===== src/rtl/iter_mul.sv =====
// Radix-2 shift-add 32x32 multiplier for the EX-stage HI/LO path.
// Signed operands are reduced to magnitudes, multiplied over 32 cycles, and the sign is restored on completion.
`timescale 1ns/1ps

module iter_mul (
  input  logic        clk,
  input  logic        resetn,
  input  logic        mul_signed,
  input  logic [31:0] ina,
  input  logic [31:0] inb,
  input  logic        start_i,
  input  logic        annul_i,
  output logic [63:0] result_o,
  output logic        ready_o
);

  typedef enum logic [1:0] {
    IDLE = 2'd0,
    BUSY = 2'd1,
    DONE = 2'd2
  } state_t;

  state_t      state_q, state_d;
  logic [31:0] mcand_q, mcand_d;
  logic [63:0] prod_q, prod_d;
  logic [63:0] result_q, result_d;
  logic [4:0]  cnt_q, cnt_d;
  logic        neg_q, neg_d;
  logic        ready_q, ready_d;

  logic [31:0] a_mag, b_mag;
  logic [32:0] sum;
  logic [63:0] prod_next;

  // 0x80000000 negates to itself, which is the correct unsigned magnitude.
  always_comb begin
    a_mag     = (mul_signed && ina[31]) ? (~ina + 32'd1) : ina;
    b_mag     = (mul_signed && inb[31]) ? (~inb + 32'd1) : inb;
    sum       = {1'b0, prod_q[63:32]} + (prod_q[0] ? {1'b0, mcand_q} : 33'd0);
    prod_next = {sum, prod_q[31:1]};
  end

  // NOTE: every next-state signal gets a hold default first so no path through the case infers a latch.
  always_comb begin
    state_d  = state_q;
    mcand_d  = mcand_q;
    prod_d   = prod_q;
    result_d = result_q;
    cnt_d    = cnt_q;
    neg_d    = neg_q;
    ready_d  = ready_q;

    unique case (state_q)
      IDLE: begin
        if (start_i && !annul_i) begin
          mcand_d = a_mag;
          neg_d   = mul_signed & (ina[31] ^ inb[31]);
          if (ina == 32'd0 || inb == 32'd0) begin
            state_d  = DONE;
            result_d = 64'd0;
            ready_d  = 1'b1;
          end else begin
            prod_d  = {32'd0, b_mag};
            cnt_d   = 5'd0;
            state_d = BUSY;
          end
        end
      end

      BUSY: begin
        if (annul_i || !start_i) begin
          state_d = IDLE;
        end else begin
          prod_d = prod_next;
          cnt_d  = cnt_q + 5'd1;
          if (cnt_q == 5'd31) begin
            state_d  = DONE;
            ready_d  = 1'b1;
            result_d = neg_q ? (~prod_next + 64'd1) : prod_next;
          end
        end
      end

      DONE: begin
        if (annul_i || !start_i) begin
          state_d  = IDLE;
          ready_d  = 1'b0;
          result_d = 64'd0;
        end
      end

      default: begin
        state_d  = IDLE;
        ready_d  = 1'b0;
        result_d = 64'd0;
      end
    endcase
  end

  // NOTE: sequential state uses non-blocking assignments so every flop samples pre-edge values.
  always_ff @(posedge clk or negedge resetn) begin
    if (!resetn) begin
      state_q  <= IDLE;
      mcand_q  <= 32'd0;
      prod_q   <= 64'd0;
      result_q <= 64'd0;
      cnt_q    <= 5'd0;
      neg_q    <= 1'b0;
      ready_q  <= 1'b0;
    end else begin
      state_q  <= state_d;
      mcand_q  <= mcand_d;
      prod_q   <= prod_d;
      result_q <= result_d;
      cnt_q    <= cnt_d;
      neg_q    <= neg_d;
      ready_q  <= ready_d;
    end
  end

  assign result_o = result_q;
  assign ready_o  = ready_q;

endmodule


===== config.mk =====
export PLATFORM = sky130hd
export DESIGN_NAME = iter_mul
export DESIGN_NICKNAME = d
export VERILOG_FILES = /design/src/rtl/iter_mul.sv
export SDC_FILE = /design/constraint.sdc
export NUM_CORES = 1
export LEC_CHECK = 0
export CORE_MARGIN = 5
export CORE_UTILIZATION = 55
export DETAILED_ROUTE_END_ITERATION = 8
export PLACE_DENSITY = 0.87
export SYNTH_ARGS = -nofsm -noshare
export SYNTH_HDL_FRONTEND = slang
export SYNTH_SLANG_ARGS = --single-unit

===== constraint.sdc =====
create_clock -name clk -period 5.22 [get_ports clk]
set_input_delay 1.044 -clock clk [delete_from_list [all_inputs] [get_ports clk]]
set_output_delay 1.044 -clock clk [all_outputs]
set_load 0.005 [all_outputs]

; Word level (Yosys, flattened, before mapping)
; Index checks and enable logic that the tools add are counted.
[totals]
regBits = 169
in_bits = 69
out_inout_bits = 65
elab_cells = 72
[op_classes]
n_addsub = 5
n_eq_ne = 10
mux = 30
bitwise = 5
reduce_logical = 15
[ops]
columns = operator, count
row1 = two-way mux 64 bit, 9
row2 = case mux 64 bit (3 select lines), 1
row3 = case mux 64 bit (2 select lines), 1
row4 = two-way mux 32 bit, 3
row5 = adder 32 x 1 -> 32 bit (second input constant), 2
row6 = adder 64 x 1 -> 64 bit (second input constant), 1
row7 = logical NOT 32 bit, 2
row8 = inverter 32 bit, 2
row9 = inverter 64 bit, 1
row10 = adder 32 x 32 -> 33 bit, 1
row11 = two-way mux 5 bit, 3
row12 = != test 2 bit (second input constant), 6
row13 = two-way mux 2 bit, 5
row14 = case mux 5 bit (2 select lines), 1
row15 = case mux 2 bit (3 select lines), 1
row16 = adder 5 x 1 -> 5 bit (second input constant), 1
row17 = equality test 5 bit (second input constant), 1
row18 = two-way mux 1 bit, 5
row19 = AND reduction 5 bit, 1
row20 = AND reduction 4 bit, 1
row21 = logical AND 1 bit, 3
row22 = != test 3 bit (second input constant), 1
row23 = case mux 1 bit (3 select lines), 1
row24 = AND reduction 3 bit, 1
row25 = other kinds (9), 11

; Depth between registers and ports, before layout
[depth]
depth_word = 8
mapped_depth = 14
ltp_nobuf = 13

; Least setup slack after synthesis
; Ideal clock, no wire load.
[synth_path]
path_type = input to register
startpoint = input inb[5]
endpoint = register result_q[14] (netlist: result_o[14])
t_arrival_ps = 3751
t_required_ps = 5075
slack_ps = 1324
stages = 11
n_path_buf = 3
cell_sequence = or4_4 > or4_4 > or4_4 > nor2_4 > a21oi_2 > o32a_1 > buf_6 > buf_6 > buf_6 > nand2_1 > o31ai_2
[synth_via]
elab_chain_len = 4
[synth_lines]
columns = item, line
row1 = start: declaration, 10  ; input logic [31:0] inb,
row2 = logical NOT 32 bit, 58  ; if (ina == 32'd0 || inb == 32'd0) begin
row3 = logical OR 1 bit, 58
row4 = != test 2 bit (no source line), --
row5 = AND reduction 5 bit (no source line), --
row6 = end signal: assignment, 114  ; result_q <= result_d;
row7 = end: declaration, 26  ; logic [63:0] result_q, result_d;
; No other way between the ends.
; A chain may end at the register's enable or synchronous reset.

; Worst setup path after layout
[layout_path]
startpoint = register prod_q[0]
endpoint = register result_q[61] (netlist: result_o[61])
[layout_via]
elab_chain_len = 8
[layout_lines]
columns = item, line
row1 = start: declaration, 25  ; logic [63:0] prod_q, prod_d;
row2 = start signal: assignment, 113  ; prod_q <= prod_d;
row3 = two-way mux 32 bit *, 39  ; sum = {1'b0, prod_q[63:32]} + (prod_q[0] ? {1'b0, mcand_q} : 33'd0);
row4 = adder 32 x 32 -> 33 bit *, 39
row5 = inverter 64 bit, 79  ; result_d = neg_q ? (~prod_next + 64'd1) : prod_next;
row6 = adder 64 x 1 -> 64 bit, 79
row7 = two-way mux 64 bit *, 79
row8 = two-way mux 64 bit *, 76  ; if (cnt_q == 5'd31) begin
row9 = two-way mux 64 bit *, 71  ; if (annul_i || !start_i) begin
row10 = case mux 64 bit (3 select lines) *, 53  ; unique case (state_q)
; Mark *: on every way between the ends. The rest lies on a longest branch, timed or not. The select of a mux whose other input is x is not followed.

==> results.ini <==
[drt]
drt_first_pass_iters=5
vias_per_cell=6.21
drt-initial-drc-count=1136
drc_errors=0
wl_per_cell_um=18.2
drtAntennaViolNets=0
num_vias=10700
wl_um=31300

[die]
num_rows=53
ios=134
chipHeight_um=155
die_area_um2=24100
initial_core_util=0.556
die_x_um=155
core_area_um2=20900

[timing]
hold_violations=0
whs_ns=0.484
worst_pin_slew_ns=1.13
fin_worst_skew_ns=0.0133
fmax_mhz=217
slew_viol_final=0
worst_slack_ns=0.611
setup_tns_ns=0
rsz0062_at_grt=no
final.period_utilization=0.883
fin_crit_ns=4.61
slew_headroom=0.247
finalSetupViolCount=0

[pwr]
peakVddDrop_mv=0.240
p_leak_nw=5.67
p_int_w=0.00252
clkPwrFrac=0.305
p_seq_frac=0.387
p_switching_w=0.00148
p_per_area_nw_per_um2=291
swShare=0.369
p_comb_frac=0.308

[global_routing]
overflow=0
grt_pass1_vias=9966
antenna_found_initial=0
grt_max_degree=74
track_usage=0.261
grt_first_pass_wirelength_um=51600

[setup_path]
slowest_stage=nor4_1
r2r-start=prod_q[0]
r2r_slack_ns=0.61
worstRegToRegCells=13
worstSetupPathType=reg -> reg
arrival_ns=4.90
path_cells=and2_1, ha_1, fa_1, a21o_1, a221oi_2, o2bb2ai_1, o32ai_1, o22ai_1, nor4_1, nand3_1, o41ai_1, xor2_1, o21ai_1
end_kind=flip-flop
cp.required_ns=5.51
startpoint_type=flip-flop
cp_max_fo=7
cp-startpoint=prod_q[0]
slowest_delay_ns=0.73

[layout]
fillers=1714
finalNonFillerCells=1725
diodes=0
drive_gt1_frac=0.0883
final_nets=1544
area_delta_synth_final_pct=18.2
design_area_um2=13700

[clocking]
clock_latency_ns=0.44
clock-sinks=169
post-cts-setup-buffers=0
cts_root_buf=clkbuf_16
clockBufferDepth=2
cts_htree_levels=4
ctsHoldBuffers=0
clk_pin_slew_ns=0.07
cts_buffers=17
cts_resized=0
cts_tree=built

[logic_synthesis]
synth_ff_type=dfrtp_1
ys_warn_count=0
synth_edf_count=0
synth_area_per_cell_um2=8.65
synth-seq-cells=169
synth_seq_area_share=0.364
ys_types=81
synth_area_leaders=dfrtp_1 36%, xor2_1 6.8%, o21ai_0 5.3%, nand2_1 5.3%, a21oi_1 4.9%
synth_fp_nets=1450
synth_top_area_frac=0.364
syn_area_um2=11600
yosys-top-cells-count=169 x dfrtp_1, 165 x nand2_1, 124 x o21ai_0
yosysTopAreaCell=dfrtp_1
yosysMostFrequentCell=dfrtp_1
synth_cells=1343
async_flop_share=1.00

[placement]
postPlaceCellArea_um2=13200
dpl.hpwl_um=23600
post-place-ws_ns=0.338
place_congestion=0.979
dp_cells=1693
port_buffers=133

[job]
drv_cap=0

[min_path]
holdPathStages=2
hp-start=result_o[53]
min_path_type=reg -> reg

[outcome]
status=finished clean

[flip-flops by register name, summed over array words and instances (netlist names)]
signal,cells
ready_o,1
result_o,64
neg_q,1
cnt_q,5
state_q,2
mcand_q,32
prod_q,64
[cell families after synthesis]
| kind of cell | Yosys count | synth area share |
|---|---|---|
| adders and majority gates | 38 | 0.0416 |
| and+or+nand+nor | 456 | 0.197 |
| xor gates and xnor gates | 138 | 0.105 |
| AOI/OAI and AO/OA | 428 | 0.247 |
| buffers and inverters | 107 | 0.0397 |
| muxes | 7 | 0.00625 |
| DFF | 169 | 0.364 |
[cells in the final DEF (no fill, tap or decap), types with 10 or more instances in the layout]
| master | synthesis | routed |
|---|---|---|
| xor2_1 | 90 | 90 |
| inv_1 | 26 | 26 |
| dfrtp_1 | 169 | 169 |
| or3_1 | 20 | 20 |
| ha_1 | 37 | 37 |
| xnor2_1 | 47 | 47 |
| o31ai_2 | 27 | 27 |
| or4_1 | 13 | 13 |
| nor3_1 | 23 | 23 |
| nand3_1 | 22 | 22 |
| nand2_1 | 165 | 165 |
| buf_4 | 0 | 20 |
| clkdlybuf4s50_1 | 0 | 132 |
| o31ai_1 | 36 | 36 |
| a22o_1 | 27 | 27 |
| nor4_1 | 10 | 10 |
| nor2_1 | 100 | 98 |
| o41ai_1 | 15 | 15 |
| a21oi_1 | 114 | 114 |
| and2_1 | 40 | 40 |
| clkbuf_16 | 0 | 17 |
| o21ai_0 | 124 | 124 |
[worst max-delay path: cells and delay by family (launching register included)]
family	cells	cell delay, ns
compound gates	7	2.00
simple gates	3	1.21
xor+xnor	1	0.18
flops	1	0.43
fa+ha+maj	2	0.63
[final timing paths]
check	to
worst max-delay path	result_o[61]
worst min-delay path	result_o[53]
worst max register to register	result_o[61]
worst min register to register	result_o[53]
max in group asynchronous	result_o[43]
min in group asynchronous	cnt_q[1]
[per-stage QoR]
step / power, W / utilization
2_1_floorplan: 0.00237 / -
3_3_place_gp: 0.00272 / 0.631
3_5_place_dp: 0.00276 / 0.631
4_1_cts: 0.00398 / 0.658
5_1_grt: 0.00421 / 0.658
6_report: 0.00400 / 0.658
[power by group through the flow]
stage	logic [W]	registers, W	clock network (W)
4_1_cts	0.00121	0.00154	0.00123
3_5_place_dp	0.00120	0.00156	0
6_report	0.00123	0.00155	0.00122
3_3_place_gp	0.00117	0.00156	0
2_1_floorplan	0.000846	0.00152	0
5_1_grt	0.00135	0.00156	0.00129
[per-layer routing]
layer	wire length [um]	global-route usage
met1	14400	0.394
met2	13800	0.395
met3	2570	0.0376
met4	529	0.0696
met5	0	0
[cell type report]
class	instances	area [um^2]	area share
clock buffer	18	429	0.0312
multi-input combinational	1067	6960	0.507
sequential	169	4230	0.308
clock inverter	14	134	0.00975
timing repair buffer	156	1540	0.112
inverter	26	97.6	0.00711
tap	275	344	0.0251
No activity file was read; power rests on OpenSTA's default activity.
